## src/rtl/adder_bit_serial_seq_if.sv

```systemverilog
// Operand/result handshake bundle for the bit-serial adder sequencer.
// The slave modport is the sequencer side; the master modport is the requester/consumer side.
interface adder_bit_serial_seq_if #(
  parameter int DATA_WIDTH = 4
);
  logic                  i_valid;
  logic                  o_ready;
  logic [DATA_WIDTH-1:0] i_num_a;
  logic [DATA_WIDTH-1:0] i_num_b;
  logic                  i_cry;
  logic                  o_valid;
  logic                  i_ready;
  logic [DATA_WIDTH-1:0] o_res;
  logic                  o_cry;
  logic                  o_busy;

  modport slave (
    input  i_valid, i_num_a, i_num_b, i_cry, i_ready,
    output o_ready, o_valid, o_res, o_cry, o_busy
  );

  modport master (
    output i_valid, i_num_a, i_num_b, i_cry, i_ready,
    input  o_ready, o_valid, o_res, o_cry, o_busy
  );
endinterface

```

## src/rtl/adder_bit_serial_seq.sv

```systemverilog
// Bit-serial adder: one full-adder cell consumes the operands LSB-first, one bit per clock,
// while the sum bits are shifted in from the MSB side of the result register.
module adder_bit_serial_seq #(
  parameter int DATA_WIDTH = 4
) (
  input  logic                      i_clk,
  input  logic                      i_rst,
  adder_bit_serial_seq_if.slave     bus
);

  localparam int CNT_W = $clog2(DATA_WIDTH) + 1;
  localparam logic [CNT_W-1:0] CNT_LAST = CNT_W'(DATA_WIDTH - 1);

  typedef enum logic [1:0] {IDLE, CALC, DONE} state_t;

  state_t                state_q;
  logic [DATA_WIDTH-1:0] a_q, b_q, res_q, res_d;
  logic                  cry_q, cry_d, sum_d;
  logic [CNT_W-1:0]      cnt_q, cnt_d;
  logic                  ready_q, valid_q, busy_q;

  always_comb begin
    sum_d = a_q[0] ^ b_q[0] ^ cry_q;
    cry_d = (a_q[0] & b_q[0]) | (a_q[0] & cry_q) | (b_q[0] & cry_q);
    res_d = res_q >> 1;
    res_d[DATA_WIDTH-1] = sum_d;
    cnt_d = cnt_q + CNT_W'(1);
  end

  // Status outputs are registered next to the state so they never see i_valid/i_ready.
  always_ff @(posedge i_clk or posedge i_rst) begin
    if (i_rst) begin
      state_q <= IDLE;
      a_q     <= '0;
      b_q     <= '0;
      res_q   <= '0;
      cry_q   <= 1'b0;
      cnt_q   <= '0;
      ready_q <= 1'b1;
      valid_q <= 1'b0;
      busy_q  <= 1'b0;
    end else begin
      case (state_q)
        IDLE: begin
          if (bus.i_valid) begin
            a_q     <= bus.i_num_a;
            b_q     <= bus.i_num_b;
            cry_q   <= bus.i_cry;
            res_q   <= '0;
            cnt_q   <= '0;
            state_q <= CALC;
            ready_q <= 1'b0;
            busy_q  <= 1'b1;
          end
        end
        CALC: begin
          a_q   <= a_q >> 1;
          b_q   <= b_q >> 1;
          res_q <= res_d;
          cry_q <= cry_d;
          cnt_q <= cnt_d;
          if (cnt_q == CNT_LAST) begin
            state_q <= DONE;
            busy_q  <= 1'b0;
            valid_q <= 1'b1;
          end
        end
        DONE: begin
          if (bus.i_ready) begin
            state_q <= IDLE;
            valid_q <= 1'b0;
            ready_q <= 1'b1;
          end
        end
        default: begin
          state_q <= IDLE;
          ready_q <= 1'b1;
          valid_q <= 1'b0;
          busy_q  <= 1'b0;
        end
      endcase
    end
  end

  assign bus.o_ready = ready_q;
  assign bus.o_valid = valid_q;
  assign bus.o_busy  = busy_q;
  assign bus.o_res   = res_q;
  assign bus.o_cry   = cry_q;

endmodule
```

## src/flat_wrapper.sv

```systemverilog
// flat-port wrapper written by rule: the top's interface ports become plain ports
module adder_bit_serial_seq_flat 
#(
  parameter int DATA_WIDTH = 4
)
  (i_clk, i_rst, bus_i_valid, bus_i_num_a, bus_i_num_b, bus_i_cry, bus_i_ready, bus_o_ready, bus_o_valid, bus_o_res, bus_o_cry, bus_o_busy);
  adder_bit_serial_seq_if #(.DATA_WIDTH(DATA_WIDTH)) bus_i ();
  input  logic i_clk;
  input  logic i_rst;
  input wire logic [$bits(bus_i.i_valid)-1:0] bus_i_valid;
  input wire logic [$bits(bus_i.i_num_a)-1:0] bus_i_num_a;
  input wire logic [$bits(bus_i.i_num_b)-1:0] bus_i_num_b;
  input wire logic [$bits(bus_i.i_cry)-1:0] bus_i_cry;
  input wire logic [$bits(bus_i.i_ready)-1:0] bus_i_ready;
  output wire logic [$bits(bus_i.o_ready)-1:0] bus_o_ready;
  output wire logic [$bits(bus_i.o_valid)-1:0] bus_o_valid;
  output wire logic [$bits(bus_i.o_res)-1:0] bus_o_res;
  output wire logic [$bits(bus_i.o_cry)-1:0] bus_o_cry;
  output wire logic [$bits(bus_i.o_busy)-1:0] bus_o_busy;
  assign bus_i.i_valid = bus_i_valid;
  assign bus_i.i_num_a = bus_i_num_a;
  assign bus_i.i_num_b = bus_i_num_b;
  assign bus_i.i_cry = bus_i_cry;
  assign bus_i.i_ready = bus_i_ready;
  assign bus_o_ready = bus_i.o_ready;
  assign bus_o_valid = bus_i.o_valid;
  assign bus_o_res = bus_i.o_res;
  assign bus_o_cry = bus_i.o_cry;
  assign bus_o_busy = bus_i.o_busy;
  adder_bit_serial_seq #(.DATA_WIDTH(DATA_WIDTH)) u_core (.i_clk(i_clk), .i_rst(i_rst), .bus(bus_i));
endmodule
```

## config.mk

```make
export PLATFORM = sky130hd
export DESIGN_NAME = adder_bit_serial_seq_flat
export DESIGN_NICKNAME = d
export VERILOG_FILES = /design/src/rtl/adder_bit_serial_seq_if.sv /design/src/rtl/adder_bit_serial_seq.sv /design/src/flat_wrapper.sv
export SDC_FILE = /design/constraint.sdc
export NUM_CORES = 1
export LEC_CHECK = 0
export ABC_AREA = 1
export BUFFER_PORTS_ARGS = -buffer_cell sky130_fd_sc_hd__buf_2
export CORE_MARGIN = 2
export CORE_UTILIZATION = 35
export DETAILED_ROUTE_END_ITERATION = 16
export MAX_ROUTING_LAYER = met4
export REMOVE_ABC_BUFFERS = 1
export SYNTH_ARGS = -nofsm -noshare
export SYNTH_HDL_FRONTEND = slang
export SYNTH_SLANG_ARGS = --single-unit
```

## constraint.sdc

```tcl
create_clock -name i_clk -period 1.37 [get_ports i_clk]
set_input_delay 0.0685 -clock i_clk [delete_from_list [all_inputs] [get_ports i_clk]]
set_output_delay 0.0685 -clock i_clk [all_outputs]
set_load 0.02 [all_outputs]
```

==> results_dict.tcl <==
set metrics [dict create \
    postRouteAntennaNets 0 \
    internal_power_w 0.00153 \
    fill_cells 289 \
    layout.cells.non_filler 172 \
    total_power_w 0.00273 \
    worstSetupPathType "reg2reg" \
    port_buffers 20 \
    cp.arrival_ns 1.48 \
    synth_cell_types 17 \
    antenna_found_initial 0 \
    areaGrowthSynthToFinish_pct 24.6 \
    cp-end-kind "flop" \
    min_period_ns 1.23 \
    grt_max_degree 22 \
    rows 19 \
    cts_tree "yes" \
    die_w_microns 56.6 \
    syn_inst 110 \
    cp_max_fo 3 \
    grt_setup_unrepaired "no" \
    first_iter_violations 18 \
    antenna_cells 0 \
    core_sq_mm 0.00269 \
    seq_power_share 0.399 \
    viasPerCell 4.66 \
    post-route-period-util 0.894 \
    required_ns 1.63 \
    gr-usage-all-layers 0.148 \
    startpoint_type "flop" \
    p_sw_frac 0.440 \
    dr_total_vias 801 \
    slew_headroom 0.819 \
    synth_top_area_frac 0.516 \
    clkTransAtPathRegs_ns 0.13 \
    hold_class "in2reg" \
    path_cells "ha_1, ha_1, inv_1, nand3_1, nand2_1, nand2_1, nand2_1" \
    fin_hold_ws_ns 0.0193 \
    io_pins 21 \
    globalplace.congestion 0.764 \
    utilization 0.450 \
    fp.dieH_microns 56.6 \
    finalSetupViolations 0 \
    power.density_mw_per_mm2 2260 \
    postCtsSetupBuffers 0 \
    nNetsFinal 158 \
    tns_ns 0 \
    layout-drive-gt1-share 0.234 \
    grt-ovfl-total 0 \
    p_sw_w 0.00120 \
    fmax_mhz 816 \
    grt_pass1_vias 764 \
    cap_violations 0 \
    yosys_warnings 0 \
    cts_buffers 3 \
    maxSlewViolCount 0 \
    avgRoutedWirePerCell_microns 12.3 \
    clock-skew-final_ns 0.00423 \
    ir_worst_vdd_mv 1.24 \
    die-area_sq_mm 0.00321 \
    seq_area_frac_synth 0.543 \
    postSynthAreaPerCell_sq_um 8.82 \
    finalHoldViolations 0 \
    worstMarginPinSlew_ns 0.272 \
    worstSkewPairLatency_ns 0.31 \
    cts.path.max_buffers 2 \
    power_frac_clock 0.113 \
    critPathMaxStageDelay_ns 0.42 \
    critPathBufInv 1 \
    yosysTopAreaCell "dfrtp_1" \
    dp_hpwl_microns 1480 \
    syn-cell-area_sq_um 970 \
    h-tree-depth 1 \
    crit_top_cell "nand2_1" \
    leakagePower_nw 0.644 \
    grt_pass1_wl_microns 3520 \
    dp.cells 162 \
    outcome "finished, final reports clean" \
    first_pass_iters 4 \
    ys_ff_latch 21 \
    cpLargestDelayFamily "flip-flops" \
    cts.sinks 21 \
    root_buffer "clkbuf_4" \
    power.share.combinational 0.488 \
    cp_slowest_cell "dfrtp_1" \
    start_util 0.361 \
    synthTopCellsByArea "dfrtp_1, nand3_1, nand2_1, inv_1, dfstp_2" \
    wirelength_microns 2110 \
    drc_errors 0 \
]
state kept, by name (all words and copies together), names as in the netlist:
register,count
u_core.a_q,4
u_core.b_q,4
u_core.bus.o_valid,1
u_core.cnt_q,3
u_core.state_q,2
u_core.bus.o_busy,1
u_core.bus.o_ready,1
u_core.bus.o_cry,1
u_core.bus.o_res,4
cell usage after synthesis:
master / n
a21oi_1: 1
buf_4: 1
buf_6: 2
dfrtp_1: 20
dfstp_2: 1
fa_1: 1
ha_1: 2
inv_1: 13
inv_2: 2
nand2_1: 27
nand2_2: 2
nand3_1: 25
nand4_1: 3
nor2_1: 2
o21ai_0: 3
o21ai_1: 4
o22ai_1: 1
logic make-up after synthesis:
| group | synth area share |
|---|---|
| DFF | 0.543 |
| buffers and inverters | 0.0890 |
| and+or+nand+nor | 0.274 |
| AOI/OAI and AO/OA | 0.0477 |
| adders and majority gates | 0.0464 |
tightest hold or removal path, delay by kind of cell:
kind,cells,cell delay (ns)
and+or+nand+nor,2,0.16
buffers and inverters,1,0.07
per-stage QoR:
step,cell area [sq um],worst slack [ns]
5_1_grt,1210,0.0527
3_3_place_gp,1120,0.209
3_5_place_dp,1120,0.182
6_report,1210,0.145
4_1_cts,1210,0.142
2_1_floorplan,940,0.121
power by group through the flow:
stage | clock network [W] | logic, W | registers (W)
floorplan | 0 | 0.000732 | 0.00120
global placement | 0 | 0.00130 | 0.00109
detailed placement | 0 | 0.00134 | 0.00111
CTS | 0.000325 | 0.00136 | 0.00109
global route | 0.000344 | 0.00153 | 0.00113
finish | 0.000309 | 0.00133 | 0.00109
per-layer routing:
metal  part of all wire  GRT usage  vias up
li1                   -          -      421
met1               0.49      0.202      362
met2               0.46      0.218       16
met3              0.045     0.0484        2
met4             0.0066     0.0306        0
met5                  0          -        -
cells in the final DEF, fill, tap and decap left out, drive strengths merged:
master and count:
o22ai 1, inv 15, clkbuf 3, nand2 29, dfstp 1, buf 24, dfrtp 20, nand4 3
dlygate4sd3 6, clkinv 1, nor2 2, fa 1, ha 2, nand3 25, a21oi 1, o21ai 7
worst paths after layout:
check,slack [ns],end,cells after the start,startpoint
setup / recovery,0.14,u_core.bus.o_busy,7,u_core.cnt_q[0]
hold / removal,0.02,u_core.b_q[2],3,bus_i_num_b[2]
setup reg to reg,0.14,u_core.bus.o_busy,7,u_core.cnt_q[0]
hold reg to reg,0.47,u_core.bus.o_ready,2,u_core.bus.o_ready
max in group asynchronous,0.79,u_core.bus.o_ready,4,i_rst
min in group asynchronous,0.31,u_core.cnt_q[1],4,i_rst
cell type report:
class | instances | area, sq um | area share
Sequential cell | 21 | 527 | 0.436
Clock inverter | 1 | 5.00 | 0.00414
Tap cell | 31 | 38.8 | 0.0321
Clock buffer | 3 | 22.5 | 0.0186
Inverter | 15 | 56.3 | 0.0466
Timing Repair Buffer | 30 | 203 | 0.168
Multi-Input combinational cell | 71 | 357 | 0.295
timing repair:
item                      CTS  global route
hold buffers                6             0
hold endpoints to repair   25             0
resized for setup           0             0
No activity file was read; power rests on OpenSTA's default activity.
